`src/rtl/pe_maxpool2x2.sv`:
```
// Streaming 2x2 / stride-2 signed max-pooling stage fed by the PE result stream.
// Optional macro POOL_RELU_EN clamps negative input samples to zero before pooling.
module pe_maxpool2x2 #(
  parameter int DATA_W   = 8,
  parameter int MAX_COLS = 64,
  parameter int COL_W    = 7
) (
  input  logic                     clk,
  input  logic                     reset,
  input  logic                     cfg_start,
  input  logic [COL_W-1:0]         cfg_cols,
  input  logic signed [DATA_W-1:0] in_data,
  input  logic                     in_valid,
  output logic signed [DATA_W-1:0] out_data,
  output logic                     out_valid,
  output logic                     out_row_last
);

  localparam int HALF  = MAX_COLS / 2;
  localparam int IDX_W = (HALF > 1) ? $clog2(HALF) : 1;

  logic [COL_W-1:0]         width_q, width_d;
  logic [COL_W-1:0]         col_q, col_d;
  logic                     row_odd_q, row_odd_d;
  logic signed [DATA_W-1:0] hold_q, hold_d;
  logic signed [DATA_W-1:0] out_data_d;
  logic                     out_valid_d, out_row_last_d;
  logic signed [DATA_W-1:0] lbuf [HALF];
  logic                     lbuf_we;

  logic [COL_W-1:0]         cfg_masked, cfg_width;
  logic [COL_W-1:0]         cur_col, cur_width;
  logic                     cur_row_odd;
  logic signed [DATA_W-1:0] cur_hold, sample, pair;
  logic [IDX_W-1:0]         idx;
  logic                     col_last;

  function automatic logic signed [DATA_W-1:0] smax(
    input logic signed [DATA_W-1:0] a,
    input logic signed [DATA_W-1:0] b
  );
    return (a > b) ? a : b;
  endfunction

  // Effective width: forced even, then clamped into [2, MAX_COLS].
  always_comb begin
    cfg_masked = cfg_cols & ~COL_W'(1);
    cfg_width  = cfg_masked;
    if (cfg_masked < COL_W'(2))
      cfg_width = COL_W'(2);
    else if (cfg_masked > COL_W'(MAX_COLS))
      cfg_width = COL_W'(MAX_COLS);
  end

  // A start pulse clears position state first, so a same-cycle sample lands at column 0 of row 0.
  always_comb begin
    cur_col     = cfg_start ? '0 : col_q;
    cur_row_odd = cfg_start ? 1'b0 : row_odd_q;
    cur_width   = cfg_start ? cfg_width : width_q;
    cur_hold    = cfg_start ? '0 : hold_q;
`ifdef POOL_RELU_EN
    sample      = in_data[DATA_W-1] ? '0 : in_data;
`else
    sample      = in_data;
`endif
    pair        = smax(cur_hold, sample);
    idx         = cur_col[IDX_W:1];
    col_last    = (cur_col == cur_width - COL_W'(1));
  end

  always_comb begin
    width_d        = cur_width;
    col_d          = cur_col;
    row_odd_d      = cur_row_odd;
    hold_d         = cur_hold;
    out_data_d     = out_data;
    out_valid_d    = 1'b0;
    out_row_last_d = 1'b0;
    lbuf_we        = 1'b0;
    if (in_valid) begin
      if (!cur_col[0]) begin
        hold_d = sample;
      end else if (!cur_row_odd) begin
        lbuf_we = reset;
      end else begin
        out_data_d     = smax(pair, lbuf[idx]);
        out_valid_d    = 1'b1;
        out_row_last_d = col_last;
      end
      if (col_last) begin
        col_d     = '0;
        row_odd_d = ~cur_row_odd;
      end else begin
        col_d = cur_col + COL_W'(1);
      end
    end
  end

  always_ff @(posedge clk) begin
    if (!reset) begin
      width_q      <= COL_W'(2);
      col_q        <= '0;
      row_odd_q    <= 1'b0;
      hold_q       <= '0;
      out_data     <= '0;
      out_valid    <= 1'b0;
      out_row_last <= 1'b0;
    end else begin
      width_q      <= width_d;
      col_q        <= col_d;
      row_odd_q    <= row_odd_d;
      hold_q       <= hold_d;
      out_data     <= out_data_d;
      out_valid    <= out_valid_d;
      out_row_last <= out_row_last_d;
    end
  end

  // Line buffer is deliberately unreset; every entry is rewritten by an even row before use.
  always_ff @(posedge clk) begin
    if (lbuf_we)
      lbuf[idx] <= pair;
  end

endmodule
```
`config.mk`:
```
export PLATFORM = sky130hd
export DESIGN_NAME = pe_maxpool2x2
export DESIGN_NICKNAME = d
export VERILOG_FILES = /design/src/rtl/pe_maxpool2x2.sv
export SDC_FILE = /design/constraint.sdc
export NUM_CORES = 1
export LEC_CHECK = 0
export CAP_MARGIN = 5
export CORE_UTILIZATION = 55
export DETAILED_ROUTE_END_ITERATION = 12
export PLACE_DENSITY = 0.75
export SLEW_MARGIN = 20
export SYNTH_ARGS = -nofsm -noshare
export SYNTH_HDL_FRONTEND = slang
export SYNTH_SLANG_ARGS = --single-unit
export TNS_END_PERCENT = 30
```
`constraint.sdc`:
```
create_clock -name clk -period 5.7 [get_ports clk]
set_clock_uncertainty 0.2 [all_clocks]
set_input_delay 1.71 -clock clk [delete_from_list [all_inputs] [get_ports clk]]
set_output_delay 1.71 -clock clk [all_outputs]
set_load 0.005 [all_outputs]
```
==> out/summary.md <==
After filler insertion, the fill cell instance count of the layout stands at 1553. At the pin with the least slew margin, the transition time is 1.130 ns. The floorplan has 54 rows. The post-detailed-route wirelength per cell works out to 23.65 µm. Once layout is complete, the cells apart from fillers number 1254. The synthesis-to-layout area growth was 15.59%. For the total wire length, the log shows 29660 µm. The cell family contributing the most delay on the critical path is compound AO/OA/AOI/OAI gates.

In this run, the number of DRC markers left after iteration 0 of detailed routing was 776. The dominant synthesized flop cell was edfxtp_1. The worst hold path was traced through 2 stages. When the netlist entered floorplanning its net count stood at 902.

The critical path goes through clkdlybuf4s50_1 > inv_1 > ha_1 > a21o_1 > a2111oi_2 > o311ai_4 > o311ai_4 > mux2_2 > ha_1 > a22oi_1 > nand3_1 > a31oi_1 > o22ai_2 > nand2b_1 > o221ai_1 > and2_1. The sequential element share of the synthesized area was 67.12%. The top cell types in the final layout, fill and taps aside, are 256 x edfxtp_1, 72 x buf_4, 57 x mux2i_1, 55 x nand2_1, 55 x nor2_1.

From bottom edge to top edge, the die measures 152.4 µm. The final number of max-transition violations came out at 0. The logs give 1 for the H-tree level count and 7970 for the total number of vias. The run gives 0 as the total inserted antenna cells.

The number of unique standard cell types used by synthesis was 68; the number of search-and-repair iterations in the first detailed-routing pass was 11. The worst register-to-register path begins at col_q[2]. The path type of the worst setup path was input pin to register.

The cell area that synthesis handed to floorplanning was 12440 µm². Setup repair after global routing left no endpoint under its margin. Synthesis inferred 289 register bits. By area the synthesized netlist is led by edfxtp_1 62%, dfxtp_1 5.3%, mux2i_1 4.6%.

TritonCTS built the clock tree. The worst pin sits at a relative slew slack of 24.56%. The tools report the final global-route overflow total as 0. The longest clock path from root to sink contains 3 buffers. The synthesized design devotes to its leading area cell type 61.80% of total area. The number of clock buffers added by TritonCTS is 29. I/O pin total: 29. The first global-routing pass estimated 45620 µm of wire. Across all hold checks on the routed design, the worst slack comes to 0.2699 ns. On the worst path, the slowest cell contributes a delay of 0.48 ns.

The run gives 3755 µm² as the footprint of the multi-input gates. The tools report the start point of the worst hold path as out_data[5]. Of all flip-flops after synthesis, the portion carrying an async set or reset was 0%.

For the finished layout, the period the worst path requires is 5.252 ns. The class of the most critical hold timing path was register to register. The flop-to-flop setup slack was 1.24 ns. Most common cell after layout, fill and taps aside: edfxtp_1. The count of buffers added on input and output ports is 27.

The tree built by TritonCTS fans out to 289 sinks. The number of setup buffers added after CTS is 0. The tools report the yosys synthesis warning count as 0.

At the worst endpoint, the required time is 5.99 ns. The total cell area at the placement stage is 13390 µm². The aggregate global-route resource usage was 26.02%. Summing all non-filler instances in the final layout gives an area of 14380 µm². The tools report the number of hold violations in the final report as 0. Max-cap violations in this run came to 0.

The synthesized design spends more area on one cell type than any other, namely edfxtp_1. Summed over all cells, the static leakage comes to 4.827 nW. Post-route fraction of the period consumed by the critical path: 92.15%. Synthesis handed over a netlist of 867 instances. At the end of routability-driven placement, the weighted congestion stood at 0.9421. The endpoint arrival time on the critical path was 5.55 ns. Nature of the critical path endpoint: a register. Clock-pin slew was measured on the worst setup and hold paths at 0.06 ns. The capture point of the worst reg-to-reg path is out_data[7]. In this run, post-CTS hold repair placed 0 buffers. The count of buffer and inverter cells on the critical path works out to 2. Once detailed placement completed, the half-perimeter wirelength came to 19120 µm.

The largest net degree at the start of global routing is 64. The final reports fail on design-rule violations. After detailed routing, the number of remaining DRC violations is 4.

The path with the worst hold slack has its endpoint at out_data[5]. The tools report the final net count as 986. Across the VDD grid, the largest voltage drop is 0.2639 mV. On the critical path, the stage with the largest delay is an instance of a2111oi_2. The effective utilization at floorplan was 56.47%; the largest fanout on the critical path was 7. The worst-case reg-to-reg path depth is 13.

The floorplan step defined a die boundary enclosing 23220 µm². The final setup violation count was 0. The buffer type at the clock tree root was clkbuf_16. The die width was 152.4 µm; the mean number of vias per cell was 6.356. Once detail routing completed, the nets flagged for antenna violations numbered 0. Across the whole layout, storage elements account for 8356 µm². Once the clock tree was built, the resizer swapped 0 gates to a different size. The number of enable-type register cells in the synthesized netlist was 256; the standard cell core area was 22030 µm².

The number of global-route vias before repair was 7676. The flow ran to the end, but the final reports show violations. Cells with a size suffix above 1 make up 17.15% of the layout. The run gives 0.1904 GHz as the fmax. The worst setup path is launched from an input pin.

In this run the power density over the cells is 314.9 nW/µm². The number of antenna violations at the first check in global routing was 0; the source-to-sink clock delay at the later pin of the worst-skew pair was 0.56 ns. Synthesized area per cell: 14.35 µm². The number of cells in the design after placement was 1200.
report_power, final:
part | switching (mW) | internal (mW) | total (mW)
Combinational | 0.150 | 0.0843 | 0.235
Sequential | 0.00532 | 2.33 | 2.34
Clock | 0.805 | 1.15 | 1.95
worst min-delay path, delay by kind of cell (launching register included):
family	cells	cell delay (ns)
flip-flops	1	0.31
AND/OR/NAND/NOR	1	0.06
AO/OA/AOI/OAI	1	0.06
registers in the layout, summed over array words and instances (netlist names):
register / count
out_row_last: 1
row_odd_q: 1
hold_q: 8
width_q: 7
col_q: 7
lbuf: 256
out_data: 8
out_valid: 1
worst max-delay path by stage:
stage                           from     endpoint  slack [ns]  cells after the start
final                     in_data[5]  out_data[7]        0.45                     16
after global routing      in_data[5]  out_data[3]        0.25                     18
after CTS                 in_data[5]  out_data[3]        0.47                     16
after detailed placement  in_data[5]  out_data[3]       -0.09                     16
after global placement    in_data[5]  out_data[3]        0.02                     18
after floorplan            cfg_start  out_data[7]       -0.02                     18
per-stage QoR:
stage	setup WS, ns	power, mW	utilization [%]	setup TNS [ns]
CTS	0.4732	4.550	65.27	0
global route	0.2451	4.649	65.27	0
finish	0.4477	4.527	65.27	0
detailed placement	-0.09322	2.617	60.77	-0.4992
floorplan	-0.01863	2.521	-	-0.03397
global placement	0.02380	2.610	60.77	0
synth_stat cells, types with 4 or more instances:
master,instances
edfxtp_1,256
mux2i_1,57
nand2_1,55
nor2_1,55
dfxtp_1,33
a21oi_1,30
a221oi_1,27
a211oi_1,25
nand3_1,23
o21ai_0,23
buf_2,18
inv_1,18
clkbuf_1,17
nor2b_1,17
ha_1,16
mux4_2,14
mux2_2,13
nor3_1,11
o22ai_1,10
a21boi_0,9
and2_1,9
xnor2_1,9
buf_4,7
nand2b_1,7
o221ai_1,7
and3_1,6
nor4_1,6
nand4_1,5
o211ai_1,5
or3_1,5
a22oi_1,4
a31oi_1,4
o21a_1,4
cells by family after synthesis:
group	count (synthesis)	share of synthesized area, %
adder cells (fa/ha/maj)	16	1.609
buffers and inverters	69	2.837
XOR/XNOR	12	0.8451
AO/OA/AOI/OAI	182	10.69
flip-flops	289	67.12
AND/OR/NAND/NOR	215	8.601
multiplexers	84	8.299
per-layer routing:
metal,track usage [%],vias up,share of wire [%]
met2,41.10,442,47
li1,-,3570,-
met3,4.636,79,10
met1,36.57,3879,40
met4,9.135,0,3.0
met5,0,-,0
area by class of cell:
type / count / area share [%]
Inverter: 21 / 0.5483
Clock buffer: 34 / 5.317
Tap cell: 280 / 2.437
Multi-Input combinational cell: 509 / 26.12
Clock inverter: 20 / 1.584
Timing Repair Buffer: 101 / 5.883
Sequential cell: 289 / 58.12
Power figures use the tool's default switching activity.
